--- config.mk ---
export PLATFORM = sky130hd
export DESIGN_NAME = r30_stream
export DESIGN_NICKNAME = d
export VERILOG_FILES = /design/src/rtl/r30_pkg.sv /design/src/rtl/r30_step.sv /design/src/rtl/r30_stream.sv
export SDC_FILE = /design/constraint.sdc
export NUM_CORES = 1
export LEC_CHECK = 0
export CAP_MARGIN = 10
export CORE_MARGIN = 2
export CORE_UTILIZATION = 60
export CTS_BUF_LIST = sky130_fd_sc_hd__clkbuf_4
export DETAILED_ROUTE_END_ITERATION = 16
export DONT_BUFFER_PORTS = 1
export PLACE_DENSITY = 0.84
export SLEW_MARGIN = 20
export SYNTH_ARGS = -nofsm -noshare
export SYNTH_HDL_FRONTEND = slang
export SYNTH_SLANG_ARGS = --single-unit
--- constraint.sdc ---
create_clock -name clk -period 6.85 [get_ports clk]
set_clock_uncertainty 0.2 [all_clocks]
set_input_delay 1.37 -clock clk [delete_from_list [all_inputs] [get_ports clk]]
set_output_delay 1.37 -clock clk [all_outputs]
set_load 0.005 [all_outputs]
--- src/rtl/r30_pkg.sv ---
// r30_pkg: shared Rule 30 FSM states and next-generation function
package r30_pkg;

    localparam int R30_MAXN = 1024;

    typedef enum logic [1:0] {IDLE, RUN, HOLD, DONE} r30_fsm_t;

    // One Rule 30 step over the low n cells. Cells past either end read as 0.
    // Callers zero-extend narrower fields into the R30_MAXN-wide argument.
    function automatic logic [R30_MAXN-1:0] rule30_next(input logic [R30_MAXN-1:0] s, input int n);
        logic [R30_MAXN-1:0] m;
        m = (n >= R30_MAXN) ? '1 : (R30_MAXN'(1) << n) - R30_MAXN'(1);
        return ((s >> 1) ^ (s | (s << 1))) & m;
    endfunction

endpackage

--- src/rtl/r30_step.sv ---
// r30_step: one combinational Rule 30 generation over N cells
module r30_step
    import r30_pkg::*;
#(
    parameter int N = 128
) (
    input  logic [N-1:0] cur,
    output logic [N-1:0] nxt
);

    assign nxt = N'(rule30_next(R30_MAXN'(cur), N));

endmodule

--- src/rtl/r30_stream.sv ---
// r30_stream: clocked Rule 30 engine streaming the centre column as W-bit words
module r30_stream
    import r30_pkg::*;
#(
    parameter int N      = 128,
    parameter int D      = 256,
    parameter int W      = 32,
    parameter int CENTER = N / 2
) (
    input  logic         clk,
    input  logic         rst,
    input  logic         seed_valid,
    output logic         seed_ready,
    input  logic [N-1:0] seed,
    output logic         word_valid,
    input  logic         word_ready,
    output logic [W-1:0] word,
    output logic [N-1:0] state,
    output logic         busy,
    output logic         done
);

    localparam int GW = $clog2(D + 1);
    localparam int BW = (W > 1) ? $clog2(W) : 1;

    r30_fsm_t      fsm;
    logic [GW-1:0] gen;
    logic [BW-1:0] bitcnt;
    logic [W-1:0]  acc;
    logic [W-1:0]  acc_n;
    logic [N-1:0]  nxt;
    logic          last_bit;

    r30_step #(.N(N)) u_step (.cur(state), .nxt(nxt));

    assign seed_ready = (fsm == IDLE || fsm == DONE) && !rst;
    assign last_bit   = (bitcnt == BW'(W - 1));

    // Accumulator with the current centre cell dropped into its LSB-first slot
    always_comb begin
        acc_n         = acc;
        acc_n[bitcnt] = state[CENTER];
    end

    // Seed load, per-cycle stepping, word hand-off and run completion
    always_ff @(posedge clk or posedge rst) begin
        if (rst) begin
            fsm        <= IDLE;
            state      <= '0;
            word       <= '0;
            acc        <= '0;
            gen        <= '0;
            bitcnt     <= '0;
            word_valid <= 1'b0;
            busy       <= 1'b0;
            done       <= 1'b0;
        end else begin
            case (fsm)
                IDLE, DONE: if (seed_valid) begin
                    state  <= seed;
                    gen    <= '0;
                    bitcnt <= '0;
                    acc    <= '0;
                    done   <= 1'b0;
                    busy   <= 1'b1;
                    fsm    <= RUN;
                end
                RUN: begin
                    acc    <= acc_n;
                    state  <= nxt;
                    gen    <= gen + 1'b1;
                    bitcnt <= last_bit ? '0 : bitcnt + 1'b1;
                    if (last_bit) begin
                        word       <= acc_n;
                        word_valid <= 1'b1;
                        fsm        <= HOLD;
                    end
                end
                HOLD: if (word_ready) begin
                    word_valid <= 1'b0;
                    if (gen == GW'(D)) begin
                        fsm  <= DONE;
                        done <= 1'b1;
                        busy <= 1'b0;
                    end else begin
                        fsm <= RUN;
                    end
                end
                default: fsm <= IDLE;
            endcase
        end
    end

endmodule

==> results.sh, run 1 <==
export IMPL_ys_warn_count=0
export IMPL_core_area_mm2=0.0210
export IMPL_start_util_pct=60.8
export IMPL_cts_resized=0
export IMPL_cp_arrival_ps=2220
export IMPL_seqPwrFrac_pct=39.9
export IMPL_post_synth_top_count_cell="dfrtp_1"
export IMPL_drive_gt1_share_pct=10.4
export IMPL_timing_final_crit_share_pct=55.3
export IMPL_nets=1590
export IMPL_rows=53
export IMPL_hpwlAfterDp_mm=20.7
export IMPL_die_area_mm2=0.0224
export IMPL_drtIter0Drc=814
export IMPL_setup_ws_ps=3060
export IMPL_synth_seq_cells=211
export IMPL_grt_first_pass_wirelength_mm=52.6
export IMPL_grt_pass1_vias=10300
export IMPL_netlist_instances=1536
export IMPL_boundaryPins=296
export IMPL_track_usage_pct=28.5
export IMPL_grt_max_degree=131
export IMPL_yosys_top_cells_count="211 x dfrtp_1, 181 x a21oi_1, 132 x o22ai_1"
export IMPL_power_density_mw_per_mm2=520
export IMPL_outcome="complete, no violations"
export IMPL_pwr_share_clk_pct=15.7
export IMPL_dp_cells=1663
export IMPL_ys_types=48
export IMPL_postCtsHoldBufs=0
export IMPL_slew_headroom_pct=32.3
export IMPL_synth_async_reset_ratio_pct=100
export IMPL_worstPathMaxFanout=29
export IMPL_synth_top_area_share_pct=41.4
export IMPL_dp_slack_ps=3020
export IMPL_power_switching_mw=3.28
export IMPL_sw_frac_of_total_pct=47.6
export IMPL_clock_fmax_mhz=264
export IMPL_cts_root_buf="clkbuf_4"
export IMPL_cp_end_kind="output port"
export IMPL_p_int_mw=3.61
export IMPL_die_y_um=150
export IMPL_port_buffers=0
export IMPL_cp_data_required_time_ps=5280
export IMPL_ir_drop_uv=382
export IMPL_fin_hold_ws_ps=302
export IMPL_htreeDepth=2
export IMPL_synth_largest_area_cell="dfrtp_1"
export IMPL_cts_tree="done"
export IMPL_cts_buffers=56
export IMPL_dr_pass1_iters=6
export IMPL_synth_top_flop_cell="dfrtp_1"
export IMPL_ys_seq_area_share_pct=41.4
export IMPL_drv_cap=0
export IMPL_antenna_found_initial=1
export IMPL_rsz0062_at_grt="no"
export IMPL_combPwrFrac_pct=44.4
export IMPL_wl_mm=33.2
export IMPL_synth_edff_count=0
export IMPL_ant_nets=0
export IMPL_drcViolationCount=0
export IMPL_die_w_um=150
export IMPL_via_per_inst=6.42
export IMPL_period_needed_ps=3790
export IMPL_tns_ps=0
export IMPL_clk_pin_slew_ps=60
export IMPL_post_cts_buffers=0
export IMPL_avgSynthCellArea_um2=8.30
export IMPL_area_growth_synth_to_final_pct=3.91
export IMPL_clock_latency_ps=730
export IMPL_syn_num_nets=1679
export IMPL_hold_violations=0
export IMPL_slew_violations=0
export IMPL_vias=11300
export IMPL_critPathLaunchType="flop"
export IMPL_netlist_area_mm2=0.0127
export IMPL_cts_max_path_buffers=3
export IMPL_fin_total_pwr_mw=6.89
export IMPL_setup_violations=0
export IMPL_routedWlPerCell_um=18.9
export IMPL_min_path_type="flop to flop"
export IMPL_gp_congestion=0.873
export IMPL_p_leak_nw=5.53
export IMPL_clock_sinks=211
export IMPL_worstSetupPathType="flop to output port"
export IMPL_worstMarginPinSlew_ps=994
export IMPL_overflow=0
export IMPL_final_cells=1754
export IMPL_yosys_top_cells_area="dfrtp_1 41%, a21oi_1 7.1%, o22ai_1 6.5%"
[state kept, by name (all words and copies together) (netlist names)]
name,count
word,32
state,128
word_valid,1
done,1
busy,1
fsm,2
acc,32
bitcnt,5
gen,9
[metal layers]
metal / GRT usage (%) / part of all wire (%) / routed length [um]
met4: 11.5 / 3.5 / 1160
met5: 0 / 0 / 0
met3: 9.48 / 9.6 / 3180
met2: 45.0 / 47 / 15600
met1: 36.3 / 40 / 13300
[through the flow]
stage	util, %	cell area, um2
floorplan	-	12800
global placement	59.8	12500
detailed placement	59.9	12600
CTS	63.1	13200
global route	63.2	13200
finish	63.2	13200
[critical path, cell delays in order, from the launching register on]
cell and delay [ps]:
dfrtp_1 450, inv_1 110, ha_4 530, inv_1 240, nor2_1 180
[layout make-up]
type | count | area, um2
Antenna cell | 1 | 2.50
Clock inverter | 6 | 41.3
Inverter | 92 | 349
Tap cell | 275 | 344
Sequential cell | 211 | 5280
Multi-Input combinational cell | 1074 | 6460
Clock buffer | 83 | 623
Timing Repair Buffer | 12 | 143
Fill cell | 1769 | 7710
[power groups by stage]
stage | logic (mW) | registers, mW | clock network [mW]
after global placement | 2.87 | 2.71 | 0
final | 3.06 | 2.75 | 1.08
after floorplan | 2.93 | 2.22 | 0
after CTS | 3.03 | 2.72 | 1.11
after global routing | 3.47 | 2.84 | 1.17
after detailed placement | 3.01 | 2.75 | 0
[cell usage in the layout (no fill, tap or decap), types with 3 or more instances in the layout]
| cell type | n |
|---|---|
| dfrtp_1 | 211 |
| nand2_1 | 74 |
| o21ai_0 | 127 |
| nor3_1 | 7 |
| o22ai_1 | 132 |
| xor2_1 | 71 |
| o31ai_1 | 8 |
| xnor2_1 | 5 |
| inv_1 | 91 |
| nand2_2 | 3 |
| mux2_2 | 26 |
| o221ai_1 | 13 |
| ha_1 | 9 |
| nor3_2 | 4 |
| nand2b_1 | 4 |
| o22a_1 | 8 |
| nor2_1 | 128 |
| mux2i_1 | 38 |
| clkbuf_4 | 83 |
| nor2b_1 | 9 |
| and2_1 | 3 |
| a31oi_1 | 63 |
| nor3b_1 | 11 |
| nand3_1 | 107 |
| a21oi_1 | 181 |
| o2111ai_1 | 6 |
| nand4_1 | 3 |
| o221a_2 | 12 |
| buf_4 | 9 |
[final timing paths]
path	start	endpoint	slack, ps	cells after the start
max in group asynchronous	rst	state[37]	4830	2
worst max-delay path	fsm[0]	seed_ready	3060	4
min in group asynchronous	rst	state[103]	440	1
worst max register to register	fsm[1]	gen[8]	3180	8
worst min-delay path	word[22]	word[22]	300	2
worst min register to register	word[22]	word[22]	300	2
[cell families (layout without fill, tap and decap cells)]
family | Yosys count | in the layout | share of synthesized area, %
AO/OA/AOI/OAI | 558 | 558 | 25.5
XOR/XNOR | 76 | 76 | 5.22
adder cells (fa/ha/maj) | 11 | 11 | 1.08
buffers and inverters | 251 | 193 | 8.18
flip-flops | 211 | 211 | 41.4
multiplexers | 66 | 66 | 5.58
other | 0 | 1 | 0
AND/OR/NAND/NOR | 363 | 363 | 13.0
No activity file was read; power rests on OpenSTA's default activity.
==> inputs of run 2 (changes only) <==
--- a/config.mk
+++ b/config.mk
@@ -11,7 +11,7 @@
 export CTS_BUF_LIST = sky130_fd_sc_hd__clkbuf_4
 export DETAILED_ROUTE_END_ITERATION = 16
 export DONT_BUFFER_PORTS = 1
-export PLACE_DENSITY = 0.84
+export PLACE_DENSITY = 0.81
 export SLEW_MARGIN = 20
 export SYNTH_ARGS = -nofsm -noshare
 export SYNTH_HDL_FRONTEND = slang
==> constraint.sdc (replaced) <==
create_clock -name clk -period 3.65 [get_ports clk]
set_clock_uncertainty 0.2 [all_clocks]
set_input_delay 0.73 -clock clk [delete_from_list [all_inputs] [get_ports clk]]
set_output_delay 0.73 -clock clk [all_outputs]
set_load 0.005 [all_outputs]
==> results.sh, run 2 (synthesis results as in run 1) <==
export IMPL_postLayoutCoreUtil_pct=65.8
export IMPL_htreeDepth=2
export IMPL_port_buffers=0
export IMPL_reg2reg_depth=7
export IMPL_drive_gt1_share_pct=10.0
export IMPL_rows=53
export IMPL_cts_resized=0
export IMPL_tns_ps=0
export IMPL_top_regs="state (128), acc (32), word (32)"
export IMPL_clk_pin_slew_ps=70
export IMPL_antenna_found_initial=1
export IMPL_clock_latency_ps=690
export IMPL_wl_mm=34.1
export IMPL_fin_total_pwr_mw=13.1
export IMPL_seqCellArea_mm2=0.00528
export IMPL_overflow=0
export IMPL_drcViolationCount=0
export IMPL_cp_arrival_ps=2370
export IMPL_cts_tree="done"
export IMPL_layout_commonest_cell="dfrtp_1"
export IMPL_die_area_mm2=0.0224
export IMPL_setup_violations=0
export IMPL_outcome="complete, no violations"
export IMPL_min_path_type="input pin to flop"
export IMPL_worstMarginPinSlew_ps=748
export IMPL_worstSetupPathType="flop to output port"
export IMPL_setup_ws_ps=346
export IMPL_grt_max_degree=116
export IMPL_period_needed_ps=3300
export IMPL_worstPathMaxFanout=51
export IMPL_slew_headroom_pct=50.0
export IMPL_hp_start="seed[34]"
export IMPL_p_leak_nw=5.75
export IMPL_n_fill_cell=1733
export IMPL_ir_drop_uv=559
export IMPL_grt_pass1_vias=10600
export IMPL_hold_path_end="state[34]"
export IMPL_cts_root_buf="clkbuf_4"
export IMPL_vias=11500
export IMPL_hold_depth=2
export IMPL_boundaryPins=296
export IMPL_hpwlAfterDp_mm=21.0
export IMPL_r2r_start="fsm[0]"
export IMPL_dp_slack_ps=809
export IMPL_cts_max_path_buffers=3
export IMPL_ant_nets=0
export IMPL_via_per_inst=6.36
export IMPL_timing_final_crit_share_pct=90.5
export IMPL_die_w_um=150
export IMPL_drv_cap=0
export IMPL_routedWlPerCell_um=18.8
export IMPL_critPathLaunchType="flop"
export IMPL_cts_buffers=57
export IMPL_start_util_pct=60.8
export IMPL_cp_data_required_time_ps=2720
export IMPL_multi_input_area_mm2=0.00646
export IMPL_regMostFlops="state"
export IMPL_area_growth_synth_to_final_pct=8.20
export IMPL_clock_fmax_mhz=303
export IMPL_clock_sinks=211
export IMPL_cp_end_kind="output port"
export IMPL_dr_pass1_iters=5
export IMPL_largest_reg_flops=128
export IMPL_core_area_mm2=0.0210
export IMPL_hold_violations=0
export IMPL_die_y_um=150
export IMPL_r2r_end="state[30]"
export IMPL_gp_congestion=0.861
export IMPL_grt_first_pass_wirelength_mm=53.8
export IMPL_drtIter0Drc=839
export IMPL_rsz0062_at_grt="no"
export IMPL_track_usage_pct=29.4
export IMPL_power_density_mw_per_mm2=946
export IMPL_nets=1644
export IMPL_r2r_slack_ps=770
export IMPL_slew_violations=0
export IMPL_final_cell_mix="211 x dfrtp_1, 181 x a21oi_1, 132 x o22ai_1, 128 x nor2_1, 127 x o21ai_0"
[run 2: worst max-delay path, stage by stage (launching register included)]
cell and delay (ps):
dfrtp_1 440, inv_1 110, ha_4 630, inv_1 300, nor2_1 190
[run 2: layout make-up]
class	count	share of cell area [%]
multi-input combinational	1074	46.9
sequential	211	38.3
timing repair buffer	65	4.83
clock buffer	77	4.19
inverter	92	2.53
tap	275	2.49
clock inverter	19	0.780
antenna	2	0.0363
[run 2: per-stage QoR]
stage	area [um2]	std cells	hold WS (ps)
final	13800	1815	67.7
after global routing	13800	1815	10.3
after CTS	13800	1813	1.17
after detailed placement	12600	1671	298
after global placement	12600	1671	287
after floorplan	12800	1536	273
[run 2: worst max-delay path by stage]
stage	from	end	slack (ps)	depth (start not counted)
after floorplan	rst	acc[0]	-20	1
after global placement	fsm[0]	acc[27]	910	7
after detailed placement	fsm[0]	acc[19]	810	7
after CTS	fsm[0]	seed_ready	290	4
after global routing	fsm[0]	seed_ready	100	4
final	fsm[0]	seed_ready	350	4
[run 2: routing by layer]
| layer | track usage (%) | wire length [um] |
|---|---|---|
| met4 | 11.7 | 1150 |
| met3 | 8.87 | 2860 |
| met2 | 47.1 | 16200 |
| met1 | 37.5 | 13800 |
| met5 | 0 | 0 |
[run 2: what timing repair did]
item	4_1_cts	5_1_grt
endpoints found under the hold margin	71	0
buffers inserted	0	0
hold buffers	46	0
[run 2: where the power goes]
group | leakage, nW | internal, mW | total (mW) | switching [mW]
Clock | 0.400 | 1.04 | 2.04 | 1.00
Combinational | 2.79 | 2.62 | 5.85 | 3.23
Sequential | 2.56 | 3.19 | 5.16 | 1.97
Total | 5.75 | 6.85 | 13.1 | 6.21
